[src/rtl/wr_burst_pkg.sv]
// rtl/wr_burst_pkg.sv - shared state encoding and width helpers for the write burst arbiter
package wr_burst_pkg;

    typedef enum logic [2:0] {
        IDLE,
        REQ,
        STREAM,
        DRAIN,
        WAIT_REL,
        FLUSH
    } state_t;

    // A single-channel build still carries a 1-bit grant id so vectors never collapse to zero width.
    function automatic int grant_id_width(input int num_ch);
        return (num_ch > 1) ? $clog2(num_ch) : 1;
    endfunction

    function automatic int burst_cnt_width(input int burst_len);
        return $clog2(burst_len + 1);
    endfunction

endpackage

[src/rtl/wr_skid_buf.sv]
// rtl/wr_skid_buf.sv - two-entry single-clock skid buffer between granted source and write FIFO
module wr_skid_buf #(
    parameter int W = 32
) (
    input  logic         clk,
    input  logic         reset,
    input  logic         flush,
    input  logic         push,
    input  logic [W-1:0] push_data,
    input  logic         pop,
    output logic         empty,
    output logic         full,
    output logic [W-1:0] head
);

    logic [W-1:0] mem [2];
    logic         wr_ptr_q;
    logic         rd_ptr_q;
    logic [1:0]   count_q;

    assign empty = (count_q == 2'd0);
    assign full  = (count_q == 2'd2);
    assign head  = mem[rd_ptr_q];

    // Callers only push when not full and only pop when not empty.
    always_ff @(posedge clk) begin
        if (reset || flush) begin
            wr_ptr_q <= 1'b0;
            rd_ptr_q <= 1'b0;
            count_q  <= 2'd0;
        end else begin
            if (push) wr_ptr_q <= ~wr_ptr_q;
            if (pop)  rd_ptr_q <= ~rd_ptr_q;
            count_q <= count_q + {1'b0, push} - {1'b0, pop};
        end
    end

    always_ff @(posedge clk) begin
        if (push) mem[wr_ptr_q] <= push_data;
    end

endmodule

[src/rtl/wr_burst_arbiter.sv]
// rtl/wr_burst_arbiter.sv - round-robin multi-channel write burst front end; WR_BURST_TIMEOUT_EN adds a REQ timeout
module wr_burst_arbiter
    import wr_burst_pkg::*;
#(
    parameter int DATA_WIDTH     = 32,
    parameter int NUM_CH         = 4,
    parameter int CFG_WIDTH      = 4,
    parameter int BURST_LEN      = 64,
    parameter int TIMEOUT_CYCLES = 4096
) (
    input  logic                                         clk_chip,
    input  logic                                         reset_chip,
    input  logic [NUM_CH-1:0]                            ch_start,
    input  logic [NUM_CH*CFG_WIDTH-1:0]                  ch_cfg,
    output logic [NUM_CH-1:0]                            config_ready,
    input  logic [NUM_CH-1:0]                            ch_req,
    input  logic [NUM_CH*DATA_WIDTH-1:0]                 ch_data,
    output logic [NUM_CH-1:0]                            ch_ready,
    output logic                                         config_req,
    output logic [grant_id_width(NUM_CH)+CFG_WIDTH-1:0]  config_word,
    input  logic                                         link_active,
    output logic                                         fifo_wr_en,
    output logic [DATA_WIDTH-1:0]                        fifo_din,
    input  logic                                         fifo_full,
    output logic                                         fifo_flush,
    output logic                                         burst_abort,
    output logic                                         busy
);

    localparam int ID_W  = grant_id_width(NUM_CH);
    localparam int CNT_W = burst_cnt_width(BURST_LEN);
    localparam logic [CNT_W-1:0] LAST = CNT_W'(BURST_LEN);

    state_t                state_q, state_d;
    logic [NUM_CH-1:0]     pending_q, clr_mask;
    logic [ID_W-1:0]       rr_ptr_q, grant_q, grant_d;
    logic [CFG_WIDTH-1:0]  tag_q;
    logic [CNT_W-1:0]      in_cnt_q, out_cnt_q;
    logic                  abort_q, abort_d, any_pending;
    logic                  can_accept, push, pop, skid_empty, skid_full;
    logic [DATA_WIDTH-1:0] skid_head;
    logic [CFG_WIDTH-1:0]  cfg_arr  [NUM_CH];
    logic [DATA_WIDTH-1:0] data_arr [NUM_CH];
    int                    idx;

    always_comb begin
        for (int k = 0; k < NUM_CH; k++) begin
            cfg_arr[k]  = ch_cfg[k*CFG_WIDTH +: CFG_WIDTH];
            data_arr[k] = ch_data[k*DATA_WIDTH +: DATA_WIDTH];
        end
    end

    // First pending channel at or after rr_ptr, wrapping.
    always_comb begin
        grant_d     = rr_ptr_q;
        any_pending = 1'b0;
        idx         = 0;
        for (int k = 0; k < NUM_CH; k++) begin
            idx = (int'(rr_ptr_q) + k) % NUM_CH;
            if (!any_pending && pending_q[ID_W'(idx)]) begin
                any_pending = 1'b1;
                grant_d     = ID_W'(idx);
            end
        end
    end

`ifdef WR_BURST_TIMEOUT_EN
    localparam int TMO_W = $clog2(TIMEOUT_CYCLES + 1);
    localparam logic [TMO_W-1:0] TMO_LAST = TMO_W'(TIMEOUT_CYCLES - 1);
    logic [TMO_W-1:0] tmo_cnt_q;

    always_ff @(posedge clk_chip) begin
        if (reset_chip || state_q != REQ) tmo_cnt_q <= '0;
        else if (tmo_cnt_q != TMO_LAST)   tmo_cnt_q <= tmo_cnt_q + 1'b1;
    end
`else
    logic unused_timeout;
    assign unused_timeout = (TIMEOUT_CYCLES > 0);
`endif

    always_comb begin
        state_d = state_q;
        abort_d = 1'b0;
        unique case (state_q)
            IDLE: if (any_pending) state_d = REQ;
            REQ: begin
                if (link_active) state_d = STREAM;
`ifdef WR_BURST_TIMEOUT_EN
                else if (tmo_cnt_q == TMO_LAST) begin
                    state_d = FLUSH;
                    abort_d = 1'b1;
                end
`endif
            end
            STREAM: begin
                if (!link_active) begin
                    state_d = FLUSH;
                    abort_d = 1'b1;
                end else if (in_cnt_q == LAST) state_d = DRAIN;
            end
            DRAIN: begin
                if (!link_active) begin
                    state_d = FLUSH;
                    abort_d = 1'b1;
                end else if (skid_empty && out_cnt_q == LAST) state_d = WAIT_REL;
            end
            WAIT_REL: if (!link_active) state_d = FLUSH;
            FLUSH:    state_d = IDLE;
            default:  state_d = IDLE;
        endcase
    end

    assign can_accept = (state_q == STREAM) && !skid_full && (in_cnt_q != LAST);
    assign push       = can_accept && ch_req[grant_q];
    // No writes in FLUSH: an aborted burst's leftovers must not reach the cleared FIFO.
    assign pop        = !skid_empty && !fifo_full && (state_q != FLUSH);

    always_comb begin
        ch_ready = '0;
        if (can_accept) ch_ready[grant_q] = 1'b1;
        clr_mask = '0;
        if (state_q == FLUSH) clr_mask[grant_q] = 1'b1;
    end

    always_ff @(posedge clk_chip) begin
        if (reset_chip) begin
            state_q   <= IDLE;
            pending_q <= '0;
            rr_ptr_q  <= '0;
            grant_q   <= '0;
            tag_q     <= '0;
            in_cnt_q  <= '0;
            out_cnt_q <= '0;
            abort_q   <= 1'b0;
        end else begin
            state_q   <= state_d;
            abort_q   <= abort_d;
            pending_q <= (pending_q | ch_start) & ~clr_mask;
            if (state_q == IDLE && any_pending) begin
                grant_q <= grant_d;
                tag_q   <= cfg_arr[grant_d];
            end
            if (state_q == FLUSH) begin
                rr_ptr_q  <= (grant_q == ID_W'(NUM_CH - 1)) ? '0 : grant_q + 1'b1;
                in_cnt_q  <= '0;
                out_cnt_q <= '0;
            end else begin
                if (push) in_cnt_q <= in_cnt_q + 1'b1;
                if (pop && out_cnt_q != LAST) out_cnt_q <= out_cnt_q + 1'b1;
            end
        end
    end

    wr_skid_buf #(.W(DATA_WIDTH)) u_skid (
        .clk       (clk_chip),
        .reset     (reset_chip),
        .flush     (state_q == FLUSH),
        .push      (push),
        .push_data (data_arr[grant_q]),
        .pop       (pop),
        .empty     (skid_empty),
        .full      (skid_full),
        .head      (skid_head)
    );

    assign config_ready = ~pending_q;
    assign config_req   = (state_q == REQ);
    assign busy         = (state_q != IDLE);
    assign config_word  = busy ? {grant_q, tag_q} : '0;
    assign fifo_wr_en   = pop;
    assign fifo_din     = skid_empty ? '0 : skid_head;
    assign fifo_flush   = (state_q == FLUSH);
    assign burst_abort  = abort_q;

endmodule

[config.mk]
export PLATFORM = sky130hd
export DESIGN_NAME = wr_burst_arbiter
export DESIGN_NICKNAME = d
export VERILOG_FILES = /design/src/rtl/wr_burst_pkg.sv /design/src/rtl/wr_skid_buf.sv /design/src/rtl/wr_burst_arbiter.sv
export SDC_FILE = /design/constraint.sdc
export NUM_CORES = 1
export LEC_CHECK = 0
export CAP_MARGIN = 0
export CORE_MARGIN = 1
export CORE_UTILIZATION = 47
export CTS_BUF_LIST = sky130_fd_sc_hd__clkbuf_16
export CTS_CLUSTER_SIZE = 40
export DETAILED_ROUTE_END_ITERATION = 8
export GPL_TIMING_DRIVEN = 0
export PLACE_DENSITY = 0.95
export SLEW_MARGIN = 30
export SYNTH_ARGS = -nofsm -noshare
export SYNTH_HDL_FRONTEND = slang
export SYNTH_SLANG_ARGS = --single-unit
[constraint.sdc]
create_clock -name clk_chip -period 6.2 [get_ports clk_chip]
set_input_delay 0.93 -clock clk_chip [delete_from_list [all_inputs] [get_ports clk_chip]]
set_output_delay 0.93 -clock clk_chip [all_outputs]
set_load 0.03 [all_outputs]
==> impl_metrics.py <==
metrics = {
    "status": {
        "outcome": "complete, no violations",
    },
    "yosys": {
        "synth_ff_type": "edfxtp_1",
        "netlist_area_sq_um": 5170,
        "synth_edf_count": 64,
        "async_reset_ff_frac": 0,
        "yosysWarnings": 0,
        "syn_avg_cell_area_sq_um": 12.6,
        "synthCells": 411,
        "syn_nets": 577,
        "ys_seq_area_frac": 0.508,
        "synth-seq-cells": 99,
        "synth_cell_types": 51,
    },
    "clock_network": {
        "cts-root-buf": "clkbuf_16",
        "numClockSinks": 99,
        "cts_buffers": 9,
        "path_clk_slew_ns": 0.07,
        "cts_tree": "yes",
        "postCtsHoldBufs": 0,
        "cts_resized": 0,
        "cts_buffer_depth": 2,
        "cts_setup_buffers": 0,
        "cts_htree_levels": 3,
        "insertion_delay_ns": 0.34,
    },
    "sta": {
        "hold_ws_ns": 0.493,
        "setup_viol_count_final": 0,
        "fmax_ghz": 0.258,
        "max_slew_margin": 0.482,
        "tightest_slew_ns": 0.777,
        "post-route-min-period_ns": 3.88,
        "slew_violations": 0,
        "final_hold_viol_count": 0,
        "clock_skew_ns": 0.00724,
        "tns_ns": 0,
        "rsz0062_at_grt": "false",
        "period_share": 0.626,
    },
    "critical_path": {
        "crit_chain": "clkbuf_1, buf_1, inv_1, ha_1, and3_1, clkdlybuf4s50_1",
        "worstSetupPathType": "reg -> out",
        "arrival_ns": 2.95,
        "cpPeakStageDelay_ns": 0.59,
        "end_kind": "output pin",
        "slowest_stage": "clkdlybuf4s50_1",
        "cp-start-kind": "flip-flop",
        "critPathMaxFanout": 10,
        "cp.required_ns": 5.27,
    },
    "floorplan": {
        "die-width_um": 107,
        "ios": 207,
        "die_area_sq_um": 11400,
        "initial_core_util": 0.492,
        "std_cell_rows": 37,
        "die_h_um": 107,
        "core_region_area_sq_um": 10500,
    },
    "route": {
        "wire_per_inst_um": 18.3,
        "first_iter_violations": 191,
        "drc": 0,
        "routed-via-count": 4248,
        "viasPerCell": 5.52,
        "drt_wl_total_um": 14100,
        "drtAntennaViolNets": 0,
        "dr.pass1.iters": 5,
    },
    "finish": {
        "post-route-util": 0.737,
        "antenna_cells": 0,
        "fin_nets": 795,
        "layout_common_cells": "205 x clkdlybuf4s50_1, 64 x edfxtp_1, 63 x nor2_1, 40 x mux2i_1, 35 x dfxtp_1",
        "drive_above_1_share": 0.115,
        "layout_commonest_cell": "clkdlybuf4s50_1",
        "syn2layout_area_growth_pct": 50.0,
    },
    "placed_design": {
        "gp_congestion": 0.838,
        "io_buffers": 205,
        "hpwl_um": 10900,
    },
    "worst_hold_path": {
        "hold_class": "reg -> reg",
    },
    "power_and_ir_drop": {
        "seq_power_share": 0.333,
        "swShare": 0.363,
        "intPower_mw": 1.53,
        "ir_worst_vdd_mv": 0.188,
        "p_leak_nw": 2.67,
        "power_switching_uw": 872,
        "p_per_area_nw_per_um2": 310,
        "pwr-share-comb": 0.445,
        "pwr-share-clk": 0.222,
    },
    "global_route": {
        "gr-total-overflow": 0,
        "grt.total_usage": 0.253,
        "grt_pass1_wl_um": 22100,
        "grt_max_degree": 19,
        "grt_antenna_before_repair": 0,
        "grt_pass1_vias": 4536,
    },
    "flow_run": {
        "maxCapViolations": 0,
    },
}
==> routing by layer <==
layer | global-route usage | vias to the layer above | wire length [um]
li1 | - | 1972 | -
met1 | 0.283 | 2057 | 5310
met2 | 0.476 | 184 | 7560
met3 | 0.0438 | 35 | 807
met4 | 0.0969 | 0 | 389
met5 | 0 | - | 0
==> Yosys cell counts (all sizes together), types with 6 or more instances <==
master | count | share of area
nor2b | 6 | 0.0073
or3 | 6 | 0.0073
mux2i | 40 | 0.077
nand4 | 6 | 0.0073
buf | 13 | 0.015
edfxtp | 64 | 0.37
mux4 | 33 | 0.14
nand2 | 10 | 0.0073
ha | 10 | 0.024
clkbuf | 12 | 0.0087
and3 | 6 | 0.0073
o21ai | 6 | 0.0058
xor2 | 7 | 0.012
a21oi | 11 | 0.011
nor2 | 65 | 0.047
dfxtp | 35 | 0.14
a211oi | 6 | 0.011
inv | 19 | 0.014
==> worst max-delay path: cells and delay by family (launching register included) <==
family	cells	cell delay [ns]
flops	1	0.38
fa+ha+maj	1	0.26
simple gates	1	0.16
buf+inv	4	1.82
==> cell type report <==
| class | instances | area (sq um) |
|---|---|---|
| plain buffers | 25 | 123 |
| clock buffers | 9 | 225 |
| multi-input cells | 268 | 2370 |
| inverters | 19 | 71.3 |
| fillers | 670 | 2760 |
| repair buffers | 207 | 2110 |
| clock inverters | 7 | 60.1 |
| flip-flops and latches | 99 | 2620 |
| well taps | 136 | 170 |
==> sequential cells by signal (all words and copies together) (netlist names), named ones only <==
register         flops
u_skid.count_q       2
tag_q                4
u_skid.wr_ptr_q      1
rr_ptr_q             2
state_q              3
out_cnt_q            7
grant_q              2
u_skid.rd_ptr_q      1
pending_q            4
burst_abort          1
in_cnt_q             7
u_skid.mem          64
==> worst paths after layout <==
path           startpoint                end  slack, ns  depth (start not counted)
max reg2reg    grant_q[1]  u_skid.mem[0][17]       3.50                          5
min          out_cnt_q[6]       out_cnt_q[6]       0.49                          2
min reg2reg  out_cnt_q[6]       out_cnt_q[6]       0.49                          2
max            grant_q[1]        ch_ready[0]       2.32                          6
==> stage by stage <==
step	worst slack, ns	instances	total power [mW]	area (sq um)
final	2.32	770	2.40	7750
after CTS	2.34	770	2.41	7740
after detailed placement	2.72	754	1.88	7460
after floorplan	2.96	411	1.45	5170
after global placement	1.72	752	1.84	7390
after global routing	2.22	770	2.51	7750
==> power by group through the flow <==
stage	logic, mW	registers (mW)	clock network (mW)
floorplan	0.645	0.808	0
global placement	1.03	0.812	0
detailed placement	1.07	0.814	0
CTS	1.07	0.799	0.537
global route	1.14	0.805	0.566
finish	1.07	0.801	0.533
==> cell families after synthesis <==
family | synth area share
adder cells (fa/ha/maj) | 0.0242
AO/OA/AOI/OAI | 0.0543
XOR/XNOR | 0.0203
AND/OR/NAND/NOR | 0.132
buffers and inverters | 0.0375
multiplexers | 0.224
flip-flops | 0.508
No activity file was read; power rests on OpenSTA's default activity.
